**config.mk**
```make
export PLATFORM = sky130hd
export DESIGN_NAME = pipe_buf_stage_flat
export DESIGN_NICKNAME = d
export VERILOG_FILES = /design/src/rtl/pipe_buf_stage_if.sv /design/src/rtl/pipe_buf_stage.sv /design/src/flat_wrapper.sv
export SDC_FILE = /design/constraint.sdc
export NUM_CORES = 1
export LEC_CHECK = 0
export ABC_AREA = 1
export BUFFER_PORTS_ARGS = -buffer_cell sky130_fd_sc_hd__buf_4
export CORE_AREA = 2 2 50 75
export DETAILED_ROUTE_END_ITERATION = 6
export DIE_AREA = 0 0 52 77
export GPL_ROUTABILITY_DRIVEN = 0
export PLACE_DENSITY = 0.72
export SETUP_SLACK_MARGIN = 0.05
export SLEW_MARGIN = 20
export SYNTH_ARGS = -nofsm -noshare
export SYNTH_HDL_FRONTEND = slang
export SYNTH_SLANG_ARGS = --single-unit
```
**constraint.sdc**
```tcl
create_clock -name clk -period 3 [get_ports clk]
set_clock_uncertainty 0.2 [all_clocks]
set_input_delay 0.3 -clock clk [delete_from_list [all_inputs] [get_ports clk]]
set_output_delay 0.3 -clock clk [all_outputs]
set_load 0.1 [all_outputs]
```
**src/rtl/pipe_buf_stage_if.sv**
```systemverilog
// Handshake bundle for one pipe_buf_stage: upstream push side, downstream pop side,
// the squash input and the occupancy status.
// Ports: master drives in_valid/in_data/flush/out_ready; slave (the stage) drives the rest.
interface pipe_buf_stage_if #(
  parameter int WIDTH = 32,
  parameter int DEPTH = 1
);
  localparam int OCC_W = $clog2(DEPTH + 1);

  logic             in_valid;
  logic             in_ready;
  logic [WIDTH-1:0] in_data;
  logic             flush;
  logic             out_valid;
  logic             out_ready;
  logic [WIDTH-1:0] out_data;
  logic [OCC_W-1:0] occupancy;

  // Upstream/downstream environment side.
  modport master (
    output in_valid, in_data, flush, out_ready,
    input  in_ready, out_valid, out_data, occupancy
  );

  // The buffer stage itself.
  modport slave (
    input  in_valid, in_data, flush, out_ready,
    output in_ready, out_valid, out_data, occupancy
  );
endinterface

```
**src/rtl/pipe_buf_stage.sv**
```systemverilog
// Purpose: reusable pipeline register / small FIFO (1..4 entries) with flush and NOP fill.
// Latency: 1 cycle when empty; otherwise strict FIFO order behind older entries.
// Backpressure: in_ready drops when full (unless READY_PASS and out_ready); out_data holds while !out_ready.
// Ports: clk, reset (async, active-low), bus (slave modport: in_valid/in_ready/in_data,
//        flush, out_valid/out_ready/out_data, occupancy).
module pipe_buf_stage #(
  parameter int          WIDTH      = 32,
  parameter int          DEPTH      = 1,
  parameter bit          READY_PASS = 1'b1,
  parameter logic [31:0] NOP_VALUE  = 32'h0000_0013
) (
  input  logic             clk,
  input  logic             reset,
  pipe_buf_stage_if.slave  bus
);
  localparam int PTR_W = (DEPTH > 1) ? $clog2(DEPTH) : 1;
  localparam int CNT_W = $clog2(DEPTH + 1);
  // Bubble payload, zero-extended or truncated to the payload width.
  localparam logic [WIDTH-1:0] NOP_W = WIDTH'(NOP_VALUE);

  logic [CNT_W-1:0] count_q,  count_d;
  logic [PTR_W-1:0] rd_ptr_q, rd_ptr_d;
  logic [PTR_W-1:0] wr_ptr_q, wr_ptr_d;
  logic [WIDTH-1:0] mem_q [DEPTH];
  logic [WIDTH-1:0] mem_d [DEPTH];

  logic full;
  logic not_empty;
  logic push;
  logic pop;

  // Wrap by explicit compare so non-power-of-two depths cycle correctly.
  function automatic logic [PTR_W-1:0] ptr_inc(input logic [PTR_W-1:0] p);
    if (p == PTR_W'(DEPTH - 1)) begin
      return '0;
    end
    return p + PTR_W'(1);
  endfunction

  always_comb begin
    full      = (count_q == CNT_W'(DEPTH));
    not_empty = (count_q != '0);
    // READY_PASS lets a full stage accept when the head leaves in the same cycle.
    bus.in_ready  = !full || (READY_PASS && bus.out_ready);
    bus.out_valid = not_empty;
    // Output depends only on registered state: no in_* to out_* comb path.
    bus.out_data  = not_empty ? mem_q[rd_ptr_q] : NOP_W;
    bus.occupancy = count_q;

    push = bus.in_valid && bus.in_ready;
    pop  = not_empty && bus.out_ready;

    count_d  = count_q;
    rd_ptr_d = rd_ptr_q;
    wr_ptr_d = wr_ptr_q;
    mem_d    = mem_q;

    if (bus.flush) begin
      // Squash wins over any same-cycle push or pop.
      count_d  = '0;
      rd_ptr_d = '0;
      wr_ptr_d = '0;
    end else begin
      if (push) begin
        // With DEPTH=1 and push&pop, wr_ptr==rd_ptr so the head is replaced.
        mem_d[wr_ptr_q] = bus.in_data;
        wr_ptr_d        = ptr_inc(wr_ptr_q);
      end
      if (pop) begin
        rd_ptr_d = ptr_inc(rd_ptr_q);
      end
      if (push && !pop) begin
        count_d = count_q + CNT_W'(1);
      end else if (pop && !push) begin
        count_d = count_q - CNT_W'(1);
      end
    end
  end

  always_ff @(posedge clk or negedge reset) begin
    if (!reset) begin
      count_q  <= '0;
      rd_ptr_q <= '0;
      wr_ptr_q <= '0;
    end else begin
      count_q  <= count_d;
      rd_ptr_q <= rd_ptr_d;
      wr_ptr_q <= wr_ptr_d;
    end
  end

  // Storage is not reset: contents are only visible through count/rd_ptr.
  always_ff @(posedge clk) begin
    mem_q <= mem_d;
  end
endmodule

```
**src/flat_wrapper.sv**
```systemverilog
// flat-port wrapper written by rule: the top's interface ports become plain ports
module pipe_buf_stage_flat 
#(
  parameter int          WIDTH      = 32,
  parameter int          DEPTH      = 1,
  parameter bit          READY_PASS = 1'b1,
  parameter logic [31:0] NOP_VALUE  = 32'h0000_0013
)
  (clk, reset, bus_in_valid, bus_in_data, bus_flush, bus_out_ready, bus_in_ready, bus_out_valid, bus_out_data, bus_occupancy);
  pipe_buf_stage_if #(.WIDTH(WIDTH), .DEPTH(DEPTH)) bus_i ();
  input  logic clk;
  input  logic reset;
  input wire logic [$bits(bus_i.in_valid)-1:0] bus_in_valid;
  input wire logic [$bits(bus_i.in_data)-1:0] bus_in_data;
  input wire logic [$bits(bus_i.flush)-1:0] bus_flush;
  input wire logic [$bits(bus_i.out_ready)-1:0] bus_out_ready;
  output wire logic [$bits(bus_i.in_ready)-1:0] bus_in_ready;
  output wire logic [$bits(bus_i.out_valid)-1:0] bus_out_valid;
  output wire logic [$bits(bus_i.out_data)-1:0] bus_out_data;
  output wire logic [$bits(bus_i.occupancy)-1:0] bus_occupancy;
  assign bus_i.in_valid = bus_in_valid;
  assign bus_i.in_data = bus_in_data;
  assign bus_i.flush = bus_flush;
  assign bus_i.out_ready = bus_out_ready;
  assign bus_in_ready = bus_i.in_ready;
  assign bus_out_valid = bus_i.out_valid;
  assign bus_out_data = bus_i.out_data;
  assign bus_occupancy = bus_i.occupancy;
  pipe_buf_stage #(.WIDTH(WIDTH), .DEPTH(DEPTH), .READY_PASS(READY_PASS), .NOP_VALUE(NOP_VALUE)) u_core (.clk(clk), .reset(reset), .bus(bus_i));
endmodule
```
After elaboration in Yosys (flattened, before gate mapping)
Cells that the tools add are included.

word-level totals
  logic and storage cells = 46
  bits of input ports = 37
  output and inout port bits = 35
  bits in registers = 35

cells by class
  add/sub/neg operators = 4
  order comparisons = 3
  reduce and logical (&&, ||, !) cells = 13
  bitwise gates (word level) = 1
  muxes and demuxes = 21

operator list
  cell                                               count
  32-bit two-way mux                                 3
  32-bit bitwise mux                                 1
  1-bit two-way mux                                  17
  1-bit logical AND                                  5
  2-bit nonzero test                                 2
  1-bit adder, second input constant                 3
  1-bit logical NOT                                  3
  3-bit nonzero test                                 1
  1-bit less-than comparator, second input constant  2
  2-bit AND reduction                                1
  1-bit >= comparator, second input constant         1
  1-bit logical OR                                   1
  1-bit inverter                                     1
  1-bit subtractor, second input constant            1

Longest topological paths before layout
Gate-level depths: netlist (run 1).

  depth in word-level cells = 8
  depth in mapped cells = 3
  mapped depth without buffers = 3

Least setup slack after synthesis (run 1)
OpenSTA, ideal clock, no wires.

  path type = register to register
  start = register u_core.count_q, in the netlist u_core.bus.occupancy
  end = register u_core.mem_q[0] (netlist bit) (enable)
  arrival time = 2362 ps
  setup slack = 17 ps
  setup time = 421 ps
  clock period less this slack = 2983 ps
  required time = 2379 ps
  path buffers = 0
  cell stages (with the launch flop) = 4
  cell sequence = dfrtp_1 > inv_2 > nor2_1 > nor2_1

on the way
  longest elaborated chain between the ends = 4

ends and longest elaborated chain
  element                               RTL line              text
  from (decl)                           pipe_buf_stage.sv:21  logic [CNT_W-1:0] count_q, count_d;
  from (signal assigned)                pipe_buf_stage.sv:86  count_q <= count_d;
  1-bit logical NOT                     pipe_buf_stage.sv:44  bus.in_ready = !full || (READY_PASS && bus.out_ready);
  1-bit logical OR                      pipe_buf_stage.sv:44
  1-bit logical AND                     pipe_buf_stage.sv:50  push = bus.in_valid && bus.in_ready;
  2-bit AND reduction (no source line)  --
  to (signal assigned)                  pipe_buf_stage.sv:94  mem_q <= mem_d;
  to (decl)                             pipe_buf_stage.sv:24  logic [WIDTH-1:0] mem_q [DEPTH];

Every way passes these cells.
A chain may end at the register's enable or synchronous reset.

Final worst setup path (run 1)
  start = register u_core.count_q, in the netlist u_core.bus.occupancy
  end = output bus_out_data[26]

on the way
  longest elaborated chain between the ends = 1

ends and longest elaborated chain
  element             RTL line              text
  32-bit two-way mux  pipe_buf_stage.sv:47  bus.out_data = not_empty ? mem_q[rd_ptr_q] : NOP_W;
  to (decl)           flat_wrapper.sv:19    output wire logic [$bits(bus_i.out_data)-1:0] bus_out_data;

Every way passes these cells.

==> results of run 1 <==
==> power by group through the flow <==
stage          clock network, mW  logic (mW)  registers (mW)
2_1_floorplan                  0       0.206           0.551
3_3_place_gp                   0       0.288           0.547
3_5_place_dp                   0       0.290           0.548
4_1_cts                    0.321       0.324           0.538
5_1_grt                    0.341       0.337           0.541
6_report                   0.313       0.324           0.539
==> registers in the layout, summed over array words and instances, names as in the netlist <==
signal / count
u_core.bus.occupancy: 1
u_core.mem_q: 32
==> logic make-up after synthesis <==
family        share of synthesized area [%]
simple gates                          11.47
flops                                 76.58
buf+inv                               11.95
==> layout make-up <==
type / instances / area [um^2] / share of cell area (%)
Timing Repair Buffer: 107 / 885.9 / 38.77
Multi-Input combinational cell: 37 / 150.1 / 6.572
Sequential cell: 33 / 985.9 / 43.15
Inverter: 33 / 123.9 / 5.422
Tap cell: 42 / 52.55 / 2.300
Clock buffer: 5 / 68.82 / 3.012
Clock inverter: 3 / 17.52 / 0.7667
==> metrics by stage <==
step / setup WS (ps) / util, % / hold WS (ps)
floorplan: 549.2 / - / -195.6
global placement: 1143 / 55.75 / -124.0
detailed placement: 1100 / 55.75 / -124.3
CTS: 780.6 / 67.89 / 0.4930
global route: 610.0 / 68.19 / 65.28
finish: 777.9 / 68.19 / 57.37
==> worst max-delay path by stage <==
stage	end	slack, ps
floorplan	u_core.mem_q[0]$_DFFE_PP_	550
global placement	bus_out_data[15]	1140
detailed placement	bus_out_data[15]	1100
CTS	bus_out_data[15]	780
global route	bus_out_data[20]	610
finish	bus_out_data[26]	780
==> per-layer routing <==
metal  global-route usage [%]  share of wire, %  up-vias  routed length [um]
met2                    28.86                54       46                1584
li1                         -                 -      537                   -
met4                    8.684               2.1        0                  62
met3                    4.475               6.8        5                 199
met5                        0                 0        -                   0
met1                    16.06                37      467                1072
==> cells in the final DEF, fill, tap and decap left out, drive strengths merged, types with 2 or more instances in the layout <==
| cell | instances |
|---|---|
| buf | 74 |
| clkbuf | 5 |
| clkinv | 2 |
| dlygate4sd3 | 33 |
| edfxtp | 32 |
| inv | 33 |
| nand2 | 31 |
| nor2 | 2 |
| or2 | 3 |
==> worst reg2reg max path: cells and delay by family (launching register included) <==
family	cells	cell delay, ps
flops	1	710
buf+inv	2	300
simple gates	2	260
==> what timing repair did <==
| item | in CTS | in global routing |
|---|---|---|
| hold buffers | 32 | 1 |
| endpoints found under the hold margin | 32 | 1 |
| buffers inserted | 0 | 0 |
==> impl_metrics.tcl, run 1 <==
set metrics [dict create \
    vias 1055 \
    drive_above_1_share_pct 38.53 \
    synth_top_area_cell "edfxtp_1" \
    cts_buffer_depth 2 \
    grt_pass1_wl_mm 4.636 \
    yosysWarningCount 0 \
    dieArea_mm2 0.004004 \
    crit_family "flip-flops" \
    slew_headroom_pct 61.98 \
    final_area_mm2 0.002285 \
    htreeDepth 2 \
    synth_edf_count 32 \
    first_global_vias 1100 \
    netlist_top_cells_count "edfxtp_1, inv_1, nand2_1" \
    fin_crit_ps 2222 \
    worst_path_most_repeated_cell "buf_4" \
    syn_area_mm2 0.001287 \
    startpoint_type "flip-flop" \
    drv_cap 0 \
    pwr-share-clk_pct 26.6 \
    initial_core_util_pct 38.42 \
    firstDrtPassIters 4 \
    synth-seq-cells 33 \
    portBuffers 71 \
    grt_start_max_net_pins 20 \
    powerDensity_mw_per_mm2 514.5 \
    seq_power_share_pct 45.8 \
    place_area_mm2 0.001868 \
    avgSynthCellArea_um2 12.03 \
    root_buffer "clkbuf_8" \
    r2r-end "u_core.mem_q[30]$_DFFE_PP_" \
    swShare_pct 33.05 \
    cts_tree "yes" \
    cts_sinks 33 \
    crit_arrival_ps 1720 \
    numCtsBuffers 5 \
    dieWidth_um 52 \
    synth-seq-area-share_pct 76.58 \
    ios 72 \
    hpwlAfterDp_mm 1.934 \
    slowest_stage "dfrtp_1" \
    finalNonFillerCells 260 \
    slowest_delay_ps 710 \
    crit_chain "buf_4, nand2_1, inv_1, buf_4" \
    drt_iter0_drc 22 \
    overflow 0 \
    fp-row-count 26 \
    n_fill_cell 241 \
    hold_class "in -> reg" \
    ff2ff_path_depth 4 \
    grt_antenna_before_repair 0 \
    dp_cells 219 \
    clk_pin_slew_ps 70 \
    viasPerCell 4.058 \
    vdd_drop_max_mv 0.4526 \
    area_growth_pct 77.45 \
    worst-path-buf-inv 3 \
    grt_setup_unrepaired "false" \
    nNetsFinal 254 \
    yosysUniqueCellTypes 9 \
    rrSetupSlack_ps 1270 \
    fin_crit_sh_pct 74.07 \
    drt_wl_total_mm 2.918 \
    worst_pin_slew_ps 570.3 \
    holdPathEnd "u_core.bus.occupancy$_DFFE_PN0P_" \
    async_reset_ff_share_pct 3.030 \
    fmax_mhz 450.0 \
    leakage_nw 1.190 \
    min_path_cells 3 \
    intPower_mw 0.7870 \
    crit_cells 4 \
    antenna_left 0 \
    clk_latency_ps 280 \
    min_from "bus_in_valid" \
    synthCells 107 \
    crit_fanout 19 \
    synth_ff_type "edfxtp_1" \
    die_h_um 77 \
    antenna_cells 0 \
    syn_nets 144 \
    final-setup-viol-count 0 \
    rr_startpoint "u_core.bus.occupancy$_DFFE_PN0P_" \
    wl_per_cell_um 11.22 \
    p_switching_mw 0.3884 \
    startpoint "u_core.bus.occupancy$_DFFE_PN0P_" \
    grt_usage_pct 16.18 \
    power_frac_comb_pct 27.6 \
    outcome "finished, final reports clean" \
    finalHoldViolations 0 \
    drv_slew 0 \
    synthTopCellsByArea "edfxtp_1, inv_1, nand2_1, buf_4, dfrtp_1" \
    crit_path_end_kind "primary output" \
    yosysTopAreaCellShare_pct 74.64 \
    setup-tns-final_ps 0 \
    cp.required_ps 2500 \
    post_cts_resized 0 \
    core_area_mm2 0.003351 \
    totalPowerFinal_mw 1.175 \
    drc_errors 0 \
    worst-setup-path-type "reg -> out" \
]
Power figures use the tool's default switching activity.
==> inputs of run 2 (changes only) <==
==> constraint.sdc (replaced) <==
create_clock -name clk -period 2.2 [get_ports clk]
set_clock_uncertainty 0.2 [all_clocks]
set_input_delay 0.22 -clock clk [delete_from_list [all_inputs] [get_ports clk]]
set_output_delay 0.22 -clock clk [all_outputs]
set_load 0.1 [all_outputs]
==> run 2 against run 1 <==
Register-to-register slack worse by 830 ps; clock-buffer cell count up 3; die area did not move; design area is 1.3% higher; largest cell class unchanged; highest routed layer unchanged.
==> impl_metrics.tcl, run 2 (same netlist as run 1, synthesis figures left out) <==
set metrics [dict create \
    grt_setup_unrepaired "false" \
    startpoint_type "flip-flop" \
    cts_sinks 33 \
    clk_latency_ps 280 \
    fin_crit_ps 1954 \
    root_buffer "clkbuf_8" \
    vias 1086 \
    initial_core_util_pct 38.42 \
    cp.required_ps 1780 \
    seq_power_share_pct 44.7 \
    viasPerCell 4.145 \
    drt_wl_total_mm 3.350 \
    final_cell_mix "buf_4, dlygate4sd3_1, inv_1, edfxtp_1, nand2_1" \
    cts_tree "yes" \
    drc_errors 0 \
    final-setup-viol-count 0 \
    setup-tns-final_ps 0 \
    finalNonFillerCells 262 \
    post_cts_resized 0 \
    htreeDepth 2 \
    fmax_mhz 511.9 \
    largest_reg_flops 32 \
    nNetsFinal 256 \
    crit_family "buffers and inverters" \
    grt_start_max_net_pins 21 \
    drv_slew 0 \
    die_h_um 77 \
    cts_buffer_depth 2 \
    slowest_stage "dfrtp_2" \
    grt_usage_pct 18.24 \
    dieArea_mm2 0.004004 \
    intPower_mw 1.113 \
    powerDensity_mw_per_mm2 709.8 \
    crit_fanout 20 \
    mostFrequentLayoutCell "buf_4" \
    portBuffers 71 \
    outcome "finished, final reports clean" \
    finalHoldViolations 0 \
    wl_per_cell_um 12.79 \
    firstDrtPassIters 4 \
    crit_arrival_ps 1530 \
    hpwlAfterDp_mm 2.002 \
    worst-setup-path-type "reg -> out" \
    worst-path-buf-inv 3 \
    worst_path_most_repeated_cell "buf_4" \
    largest_register "u_core.mem_q" \
    slew_headroom_pct 80.57 \
    overflow 0 \
    fin_crit_sh_pct 88.80 \
    post_cts_buffers 0 \
    crit_path_end_kind "primary output" \
    drive_above_1_share_pct 37.73 \
    post-route-util_pct 69.08 \
    dieWidth_um 52 \
    grt_antenna_before_repair 0 \
    n_fill_cell 231 \
    drt_iter0_drc 11 \
    grt_pass1_wl_mm 5.175 \
    vdd_drop_max_mv 0.5488 \
    pwr-share-clk_pct 27.9 \
    dp_cells 219 \
    clk_pin_slew_ps 60 \
    p_switching_mw 0.5298 \
    numCtsBuffers 5 \
    drv_cap 0 \
    power_frac_comb_pct 27.4 \
    crit_chain "buf_4, nand2_1, inv_1, buf_4" \
    hold_class "in -> reg" \
    swShare_pct 32.25 \
    first_global_vias 1172 \
    fp-row-count 26 \
    leakage_nw 1.197 \
    slowest_delay_ps 510 \
    ios 72 \
    antenna_cells 0 \
    area_growth_pct 79.79 \
    antenna_left 0 \
    worst_pin_slew_ps 293.9 \
    core_area_mm2 0.003351 \
]
==> run 2: cell count changes in the layout (fill, tap and decap cells not counted) <==
cell,before,now
clkbuf_8,5,6
dfrtp_1,1,0
nor2_2,1,0
dfrtp_2,0,1
clkinvlp_4,1,0
dlygate4sd3_1,33,35
clkbuf_1,0,2
clkinv_2,2,0
nor2_4,0,1
==> run 2: power groups by stage <==
stage	sequential [mW]	clock [mW]	combinational, mW
after floorplan	0.752	0	0.282
after global placement	0.746	0	0.395
after detailed placement	0.747	0	0.399
after CTS	0.734	0.466	0.449
after global routing	0.737	0.490	0.468
final	0.734	0.458	0.451
==> run 2: worst paths after layout <==
check	startpoint	to	slack, ps	depth (start not counted)
worst max-delay path	u_core.bus.occupancy$_DFFE_PN0P_	bus_out_data[7]	250	4
worst min-delay path	bus_in_valid	u_core.bus.occupancy$_DFFE_PN0P_	30	3
worst max register to register	u_core.bus.occupancy$_DFFE_PN0P_	u_core.bus.occupancy$_DFFE_PN0P_	440	4
worst min register to register	u_core.bus.occupancy$_DFFE_PN0P_	u_core.mem_q[24]$_DFFE_PP_	980	4
max in group asynchronous	reset	u_core.bus.occupancy$_DFFE_PN0P_	1630	2
min in group asynchronous	reset	u_core.bus.occupancy$_DFFE_PN0P_	80	2
==> run 2: layout make-up <==
class	instances	area [um^2]	share of cell area, %
clock buffers	8	90.09	3.892
inverters	33	123.9	5.351
multi-input cells	37	155.1	6.703
flip-flops and latches	33	987.2	42.65
well taps	42	52.55	2.270
repair buffers	109	905.9	39.14
==> run 2: repair_timing <==
item | 4_1_cts | 5_1_grt
setup endpoints to repair | 0 | 0
hold buffers | 35 | 0
hold endpoints to repair | 34 | 0
==> run 2: through the flow <==
stage | area, um^2 | setup WS [ps] | hold WS [ps] | power, mW
6_report | 2315 | 246.3 | 25.32 | 1.643
2_1_floorplan | 1296 | 194.4 | -275.6 | 1.034
3_5_place_dp | 1874 | 558.7 | -203.0 | 1.145
5_1_grt | 2315 | 140.3 | 43.25 | 1.694
4_1_cts | 2315 | 237.7 | 20.80 | 1.649
3_3_place_gp | 1874 | 623.3 | -203.9 | 1.141
==> run 2: metal layers <==
| metal | wire length, um | GRT usage, % | share of wire, % |
|---|---|---|---|
| met5 | 0 | 0 | 0 |
| met4 | 63 | 8.684 | 1.9 |
| met3 | 198 | 5.058 | 5.9 |
| met2 | 1975 | 34.68 | 59 |
| met1 | 1111 | 16.43 | 33 |
==> run 2: worst min-delay path, delay by kind of cell <==
family                 cells  cell delay (ps)
AND/OR/NAND/NOR            2              170
buffers and inverters      1               80
==> inputs of run 3 (changes only) <==
--- a/config.mk
+++ b/config.mk
@@ -5,13 +5,13 @@
 export SDC_FILE = /design/constraint.sdc
 export NUM_CORES = 1
 export LEC_CHECK = 0
-export ABC_AREA = 1
 export BUFFER_PORTS_ARGS = -buffer_cell sky130_fd_sc_hd__buf_4
-export CORE_AREA = 2 2 50 75
+export CORE_AREA = 2 2 49 73
+export CTS_BUF_LIST = sky130_fd_sc_hd__clkbuf_16
 export DETAILED_ROUTE_END_ITERATION = 6
-export DIE_AREA = 0 0 52 77
+export DIE_AREA = 0 0 51 75
 export GPL_ROUTABILITY_DRIVEN = 0
-export PLACE_DENSITY = 0.72
+export PLACE_DENSITY = 0.73
 export SETUP_SLACK_MARGIN = 0.05
 export SLEW_MARGIN = 20
 export SYNTH_ARGS = -nofsm -noshare
==> run 3 against run 2 <==
Largest cell class unchanged; via count shrank 12%; clock power grew 38%; non-clock buffer count shrank 2; die area shrank 4.5%.
==> impl_metrics.tcl, run 3 <==
set metrics [dict create \
    pre_cts_ws_ps 448.0 \
    numCtsBuffers 5 \
    cp.required_ps 1780 \
    outcome "finished, final reports clean" \
    startpoint_type "flip-flop" \
    fin_crit_ps 1791 \
    antenna_cells 0 \
    clk_pin_slew_ps 50 \
    avgSynthCellArea_um2 16.87 \
    grt_antenna_before_repair 0 \
    die_h_um 75 \
    drv_slew 0 \
    firstDrtPassIters 3 \
    drt_iter0_drc 31 \
    dieArea_mm2 0.003825 \
    slew_headroom_pct 80.56 \
    clk_latency_ps 270 \
    synthCells 73 \
    crit_arrival_ps 1370 \
    synth_edf_count 32 \
    netlist_top_cells_count "edfxtp_1, and2_1, nand2b_1" \
    synth-seq-area-share_pct 80.08 \
    root_buffer "clkbuf_16" \
    syn_area_mm2 0.001231 \
    post_cts_resized 0 \
    fmax_mhz 558.2 \
    drc_errors 0 \
    n_fill_cell 202 \
    ios 72 \
    hpwlAfterDp_mm 1.927 \
    overflow 0 \
    min_path_cells 3 \
    largest_register "u_core.mem_q" \
    fin_crit_sh_pct 81.43 \
    post-route-util_pct 73.07 \
    crit_path_end_kind "primary output" \
    final_cell_mix "buf_4, dlygate4sd3_1, edfxtp_1" \
    totalPowerFinal_mw 1.768 \
    grt_start_max_net_pins 36 \
    finalHoldViolations 0 \
    cts_buffer_depth 2 \
    synth_ff_type "edfxtp_1" \
    ff2ff_path_depth 3 \
    viasPerCell 4.272 \
    hold_class "in -> reg" \
    wl_per_cell_um 13.54 \
    drive_above_1_share_pct 45.11 \
    drt_wl_total_mm 3.032 \
    vias 957 \
    fp-row-count 25 \
    worst-setup-path-type "reg -> out" \
    leakage_nw 0.9966 \
    grt_usage_pct 17.20 \
    worst_pin_slew_ps 291.5 \
    final-setup-viol-count 0 \
    area_growth_pct 87.50 \
    nNetsFinal 220 \
    cts_tree "yes" \
    core_area_mm2 0.003159 \
    first_global_vias 1003 \
    timing.final.ws_setup_ps 408.6 \
    portBuffers 71 \
    yosysWarningCount 0 \
    grt_pass1_wl_mm 4.595 \
    synth-seq-cells 33 \
    htreeDepth 2 \
    yosysUniqueCellTypes 10 \
    antenna_left 0 \
    mostFrequentLayoutCell "buf_4" \
    synth_top_area_cell "edfxtp_1" \
    crit_fanout 35 \
    largest_reg_flops 32 \
    synthTopCellsByArea "edfxtp_1, and2_1, dfrtp_1, nand2b_1, clkbuf_2" \
    whs_ps 50.48 \
    yosysMostFrequentCell "edfxtp_1" \
    async_reset_ff_share_pct 3.030 \
    vdd_drop_max_mv 0.7359 \
    grt_setup_unrepaired "false" \
    syn_nets 110 \
    yosysTopAreaCellShare_pct 78.05 \
    cts_sinks 33 \
    dieWidth_um 51 \
    powerDensity_mw_per_mm2 766.0 \
    initial_core_util_pct 38.97 \
    drv_cap 0 \
]
-- run 3: report_power, final --
part           internal [mW]  switching [mW]  total, mW
clock                  0.409           0.225      0.634
sequential             0.724          0.0135      0.737
combinational          0.132           0.265      0.397
-- run 3: stage by stage --
stage          instance area [um^2]  setup TNS (ps)  instances
6_report                       2308               0        224
5_1_grt                        2308               0        224
4_1_cts                        2308               0        224
3_5_place_dp                   1829               0        182
3_3_place_gp                   1829               0        182
2_1_floorplan                  1254          -10280         73
-- run 3: cells by family after synthesis --
group	share of synthesized area, %
AO/OA/AOI/OAI	0.4061
buffers and inverters	2.134
flip-flops	80.08
AND/OR/NAND/NOR	17.38
-- run 3: final timing paths --
path / slack, ps / start / to
setup / recovery: 410 / u_core.bus.occupancy$_DFFE_PN0P_ / bus_out_data[11]
setup reg to reg: 440 / u_core.bus.occupancy$_DFFE_PN0P_ / u_core.mem_q[1]$_DFFE_PP_
max in group asynchronous: 1650 / reset / u_core.bus.occupancy$_DFFE_PN0P_
min in group asynchronous: 60 / reset / u_core.bus.occupancy$_DFFE_PN0P_
hold / removal: 50 / bus_out_ready / u_core.bus.occupancy$_DFFE_PN0P_
hold reg to reg: 630 / u_core.bus.occupancy$_DFFE_PN0P_ / u_core.bus.occupancy$_DFFE_PN0P_
-- run 3: cell type report --
cell class | count | area, um^2 | share of cell area (%)
flip-flops and latches | 33 | 989.7 | 42.87
well taps | 40 | 50.05 | 2.168
multi-input cells | 35 | 237.7 | 10.30
clock inverters | 3 | 13.76 | 0.5962
inverters | 1 | 3.754 | 0.1626
clock buffers | 5 | 125.1 | 5.420
repair buffers | 107 | 888.4 | 38.48
-- run 3: what timing repair did --
item | in CTS | in global routing
setup buffers | 0 | 0
hold endpoints to repair | 34 | 0
hold buffers | 34 | 0
setup endpoints to repair | 0 | 0
-- run 3: layer usage --
metal / track usage, % / share of wire, % / vias up
met3: 6.944 / 6.2 / 6
met5: 0 / 0 / -
li1: - / - / 468
met4: 6.306 / 1.4 / 0
met2: 31.31 / 58 / 37
met1: 17.54 / 34 / 446
-- run 3: worst max-delay path, cell delays in order, from the launching register on --
cell and delay, ps:
dfrtp_4 600, and2_1 200, buf_4 300
